`config.mk`:
```
export PLATFORM = sky130hd
export DESIGN_NAME = fetch_stage
export DESIGN_NICKNAME = d
export VERILOG_FILES = /design/src/rtl/fetch_stage.sv
export SDC_FILE = /design/constraint.sdc
export NUM_CORES = 1
export LEC_CHECK = 0
export ABC_CLOCK_PERIOD_IN_PS = 3700
export CORE_MARGIN = 8
export CORE_UTILIZATION = 47
export CTS_BUF_LIST = sky130_fd_sc_hd__clkbuf_16
export DETAILED_ROUTE_END_ITERATION = 8
export PLACE_DENSITY = 0.82
export SLEW_MARGIN = 20
export SYNTH_ARGS = -nofsm -noshare
export SYNTH_HDL_FRONTEND = slang
export SYNTH_SLANG_ARGS = --single-unit
```
`constraint.sdc`:
```
create_clock -name clk -period 3.7 [get_ports clk]
set_input_delay 0.74 -clock clk [delete_from_list [all_inputs] [get_ports clk]]
set_output_delay 0.74 -clock clk [all_outputs]
set_load 0.02 [all_outputs]
```
`src/rtl/fetch_stage.sv`:
```
// fetch_stage: MIPS instruction-fetch stage with PC register and IF/ID pipeline register.
module fetch_stage #(
  parameter logic [31:0] RESET_PC = 32'h0000_3000,
  parameter logic [31:0] NOP = 32'h0000_0000
) (
  input  logic        clk,
  input  logic        reset,
  input  logic        stall,
  input  logic [2:0]  PC_sel,
  input  logic        flush,
  input  logic [15:0] imm16_D,
  input  logic [25:0] imm26_D,
  input  logic [31:0] RD1_D,
  input  logic [31:0] instr_F,
  output logic [31:0] PC_F,
  output logic [31:0] instr_D,
  output logic [31:0] PC_D,
  output logic [31:0] PC8_D
);
  logic [31:0] br_target, j_target, next_pc;
  // Branch/jump targets are relative to the control instruction sitting in D.
  assign br_target = PC_D + 32'd4 + {{14{imm16_D[15]}}, imm16_D, 2'b00};
  assign j_target  = {PC_D[31:28], imm26_D, 2'b00};
  always_comb
    next_pc = PC_sel == 3'b001 ? br_target :
              PC_sel == 3'b010 ? j_target :
              PC_sel == 3'b011 ? RD1_D : PC_F + 32'd4;
  assign PC8_D = PC_D + 32'd8;
  always_ff @(posedge clk) begin
    if (reset) begin
      PC_F    <= RESET_PC;
      instr_D <= NOP;
      PC_D    <= RESET_PC;
    end else if (!stall) begin
      PC_F    <= next_pc;
      instr_D <= flush ? NOP : instr_F;
      PC_D    <= PC_F;
    end
  end
endmodule

```
# Word level (Yosys, flattened, before mapping)

Cells that the tools add are included.

Bits in registers: 96
Word-level logic and storage cells: 14
Memories: 0
Input bits: 113
Memory bits (writable): 0
Bits in read-only memories: 0
Output and inout bits: 128
Bits in latches: 0

Eq/ne operators: 3
Divide/modulo/power cells: 0
Reduce and logical (&&, ||, !) cells: 0
Muxes and demuxes: 4
Bitwise operators: 0
$lt $le $gt $ge: 0
$mul: 0
Shift operators: 0
Add/subtract/negate cells: 4

Operator list:

| operator                                             | number |
|---|---|
| two-way mux 32 bit                                   | 4 |
| adder 32 x 3 -> 32 bit (second input constant)       | 2 |
| adder 32 bit                                         | 1 |
| adder 32 x 4 -> 32 bit (second input constant)       | 1 |
| equality test 3 x 2 -> 1 bit (second input constant) | 2 |
| equality test 3 x 1 -> 1 bit (second input constant) | 1 |

# Longest topological paths before layout

Gate-level depths: netlist (run 1).

Word-level depth: 4
Mapped depth: 13
Depth with buffers taken out: 13

# Least setup slack after synthesis (run 1)

OpenSTA, ideal clock, no wires.

Path kind: input -> register
Start: input port imm16_D[1]
End: register PC_F[27]
Required time: 3.609 ns
Stages: 10
Path slack: 0.453 ns
Library setup time: 0.091 ns
Data arrival time: 3.156 ns
Cells stage by stage: ha_1 ha_1 fa_1 a21o_1 a221oi_2 o21ai_2 nand3_1 a311oi_1 or4_1 a311oi_1

Cells in the longest elaborated chain, start to end: 2

Ends and longest elaborated chain:

| element                | line | text |
|---|---|---|
| start: declaration     | 11   | `input logic [15:0] imm16_D,` |
| adder 32 bit           | 22   | `assign br_target = PC_D + 32'd4 + {{14{imm16_D[15]}}, imm16_D, 2'b00};` |
| two-way mux 32 bit     | 25   | `next_pc = PC_sel == 3'b001 ? br_target :` |
| end signal: assignment | 35   | `PC_F <= next_pc;` |
| end: declaration       | 15   | `output logic [31:0] PC_F,` |

No other way between the ends.
A chain may end at the register's enable or synchronous reset.

# Worst setup path in the final report (run 1)

Start: register PC_D[11]
End: output port PC8_D[24]

Cells in the longest elaborated chain, start to end: 1

Ends and longest elaborated chain:

| element                  | line | text |
|---|---|---|
| start: declaration       | 17   | `output logic [31:0] PC_D,` |
| start signal: assignment | 33   | `PC_D <= RESET_PC;` |
| start signal: assignment | 37   | `PC_D <= PC_F;` |
| adder 32 x 4 -> 32 bit   | 28   | `assign PC8_D = PC_D + 32'd8;` |
| end: declaration         | 18   | `output logic [31:0] PC8_D` |

No other way between the ends.

==> results of run 1 <==
-- cells in the mapped netlist, types with 3 or more instances --
| master | count | share of area [%] |
|---|---|---|
| nand3b_1 | 4 | 0.43 |
| o22ai_1 | 7 | 0.62 |
| clkbuf_1 | 39 | 2.1 |
| nand3_1 | 28 | 2.0 |
| nand2_1 | 68 | 3.6 |
| buf_2 | 4 | 0.28 |
| a21o_1 | 13 | 1.4 |
| inv_1 | 18 | 0.96 |
| nor3b_1 | 4 | 0.43 |
| o32ai_1 | 4 | 0.50 |
| a221oi_1 | 7 | 0.87 |
| o211ai_1 | 6 | 0.64 |
| ha_1 | 59 | 10 |
| mux2_2 | 4 | 0.64 |
| nor3_1 | 16 | 1.1 |
| o21ai_0 | 30 | 2.1 |
| and3_1 | 12 | 1.1 |
| and4_1 | 6 | 0.74 |
| nor2b_1 | 14 | 1.2 |
| xor2_1 | 28 | 3.5 |
| a211oi_1 | 12 | 1.3 |
| mux2i_1 | 51 | 7.2 |
| o21bai_1 | 6 | 0.64 |
| nand4_1 | 15 | 1.3 |
| a22oi_1 | 32 | 3.4 |
| buf_4 | 4 | 0.43 |
| xnor2_1 | 39 | 4.8 |
| o21a_1 | 6 | 0.64 |
| buf_1 | 7 | 0.37 |
| nand2b_1 | 7 | 0.62 |
| and2_1 | 5 | 0.44 |
| dfxtp_1 | 96 | 27 |
| nor4_1 | 3 | 0.27 |
| or2_2 | 3 | 0.27 |
| a21oi_1 | 74 | 5.2 |
| a31oi_1 | 7 | 0.62 |
| nor2_1 | 121 | 6.4 |
-- timing repair --
action / in CTS / in global routing
endpoints found under the setup margin: 3 / 5
gates resized for setup: 1 / 5
hold buffers: 0 / 0
-- cells in the final DEF (no fill, tap or decap), types with 13 or more instances in the layout --
cell / n
clkdlybuf4s50_1: 233
nor2_1: 119
dfxtp_1: 96
a21oi_1: 74
nand2_1: 68
ha_1: 59
mux2i_1: 51
xnor2_1: 39
a22oi_1: 32
buf_4: 31
o21ai_0: 30
nand3_1: 28
xor2_1: 28
inv_1: 18
nor3_1: 16
nand4_1: 15
nor2b_1: 14
a21o_1: 13
-- cell families after synthesis --
logic type / count (synthesis)
multiplexers: 55
adder cells (fa/ha/maj): 60
buffers and inverters: 72
flip-flops: 96
AO/OA/AOI/OAI: 223
XOR/XNOR: 67
AND/OR/NAND/NOR: 315
-- power by group through the flow --
stage	clock (mW)	sequential (mW)	combinational, mW
final	1.01	1.16	0.846
after global routing	1.05	1.17	0.920
after CTS	1.01	1.16	0.846
after detailed placement	0	1.18	0.840
after global placement	0	1.18	0.828
after floorplan	0	1.22	0.414
-- stage by stage --
step | area [um^2] | total power, mW
final | 10020 | 3.010
after floorplan | 7059 | 1.633
after detailed placement | 9689 | 2.020
after global placement | 9689 | 2.006
after global routing | 10020 | 3.138
after CTS | 10010 | 3.014
-- per-layer routing --
layer	part of all wire, %	track usage (%)	wire length, um	vias to the layer above
met5	0	0	0	-
li1	-	-	-	3649
met3	7.9	6.644	1951	39
met4	2.4	9.096	588	0
met2	49	41.76	11920	318
met1	41	29.04	10110	3553
-- flip-flops by register name (all words and copies together) (netlist names) --
signal and cells:
instr_D 32, PC_F 32, PC_D 32
-- worst max-delay path: stages, from the launching register on --
cell             delay (ns)
dfxtp_1                0.45
and3_1                 0.26
and3_1                 0.25
nand3_1                0.15
nor2_1                 0.17
nand2_1                0.15
nor2_4                 0.18
xor2_1                 0.15
clkdlybuf4s50_1        0.62
-- path summary, 6_finish.rpt --
path,endpoint,slack (ns),cells after the start
setup / recovery,PC8_D[24],0.20,8
hold / removal,PC_F[1],0.49,2
setup reg to reg,PC_F[27],0.53,11
hold reg to reg,PC_F[1],0.49,2
-- cell type report --
type                            count  area (um^2)  share of cell area [%]
Multi-Input combinational cell    720         4862                   48.51
Timing Repair Buffer              270         2625                   26.19
Sequential cell                    96         1922                   19.17
Tap cell                          184        230.2                   2.297
Clock buffer                        9        225.2                   2.247
Clock inverter                      7        91.34                  0.9112
Inverter                           18        67.56                  0.6741
==> run_results.csv, run 1 <==
group,metric,value,unit
global_route,grt_first_pass_wirelength,39150,um
timing,fin_crit,3.496,ns
floorplanning,die_w,138.6,um
cells_and_area,finalCoreUtilization,68.71,%
setup_path,critPathKind,"reg -> out",
clocking,htreeDepth,3,
cells_and_area,instances_no_fill,1304,
clocking,cts_sinks,96,
job,maxCapViolations,0,
timing,post-route-period-util,94.50,%
place,place_ws,-0.1111,ns
timing,skew,0.01612,ns
clocking,clk-insertion-delay-late,0.37,ns
setup_path,crit_start,"PC_D[11]",
timing,slew-limit-headroom,45.62,%
power,combPwrFrac,28.1,%
route,drt-total-wl,24560,um
global_route,first_global_vias,7471,
worst_hold_path,hp-start,"PC_F[1]",
route,wl_per_cell,18.84,um
logic_synthesis,seq_area_frac_synth,27.22,%
setup_path,crit_arrival,2.76,ns
cells_and_area,fin_nets,1288,
setup_path,reg2reg_from,"PC_D[3]",
worst_hold_path,hp-class,"reg -> reg",
clocking,root_buffer,"clkbuf_16",
setup_path,cp-end-kind,"output pin",
power,p_sw_share,33.83,%
power,p_leak,4.145,nW
route,ant_nets,0,
outcome,run_status,"completed",
cells_and_area,fillCellCount,1232,
route,vias_per_cell,5.797,
place,place_congestion,0.9110,
floorplanning,start_util,48.39,%
floorplanning,rows,44,
timing,slew_viol_final,0,
global_route,track_usage,24.61,%
setup_path,worstSetupStartpointType,"flop",
power,intPower,1.992,mW
floorplanning,core,0.01459,mm^2
cells_and_area,drive_above_1_share,6.339,%
logic_synthesis,synth_top_family_by_area,"simple AND/OR/NAND/NOR gates",
power,ir_drop,0.0002412,V
global_route,grt-ovfl-total,0,
logic_synthesis,synth.distinct_cells,60,
logic_synthesis,yosys.area_share.adder,10.74,%
timing,worst_pin_slew,0.8157,ns
logic_synthesis,synth-simple-area-share,21.07,%
global_route,grt_max_degree,59,
logic_synthesis,synthMuxAreaShare,7.870,%
floorplanning,io-pin-count,241,
place,io_buffer_count,240,
place,hpwl,18650,um
timing,hold_ws,0.4926,ns
clocking,cts_inserted_buffers,9,
clocking,clk_path_buf_depth,2,
global_route,antenna_found_initial,0,
clocking,post-cts-setup-buffers,0,
power,seq_power_share,38.5,%
logic_synthesis,netlist_area,0.007059,mm^2
logic_synthesis,synth-xor-area-share,8.313,%
route,firstDrtPassIters,5,
timing,fmax,0.2860,GHz
logic_synthesis,ys_async_sr_fraction,0,%
logic_synthesis,ys.flop_type,"dfxtp_1",
logic_synthesis,synth_edf_count,0,
setup_path,crit_fanout,6,
route,drcViolationCount,0,
power,p_per_area,300.3,mW/mm^2
floorplanning,die-area,0.01920,mm^2
logic_synthesis,synth_warnings,0,
cells_and_area,antenna_cells,0,
clocking,tritoncts,"done",
power,p_sw,1.018,mW
logic_synthesis,syn_inst,888,
cells_and_area,area_delta_synth_final,41.99,%
logic_synthesis,synth_compound_area_share,20.67,%
clocking,clk_pin_slew_worst_paths,0.09,ns
timing,setup_viol,0,
logic_synthesis,synth.ff_latch_count,96,
timing,hold_violations,0,
setup_path,crit_required,2.96,ns
floorplanning,die_h,138.6,um
timing,fin_ws,0.2035,ns
route,via_count,7559,
logic_synthesis,syn-num-nets,1061,
logic_synthesis,postSynthAreaPerCell,7.950,um^2
timing,fin_tns_setup,0,ns
place,dpl.cell_count,1288,
power,clkPwrFrac,33.4,%
route,drt-initial-drc-count,720,
No activity file was read; power rests on OpenSTA's default activity.
==> run 2: changes to the inputs <==
CAP_MARGIN = 20   (was default)
==> results of run 2 <==
Same layout as run 1: the final DEF is identical, and so are final timing and power.
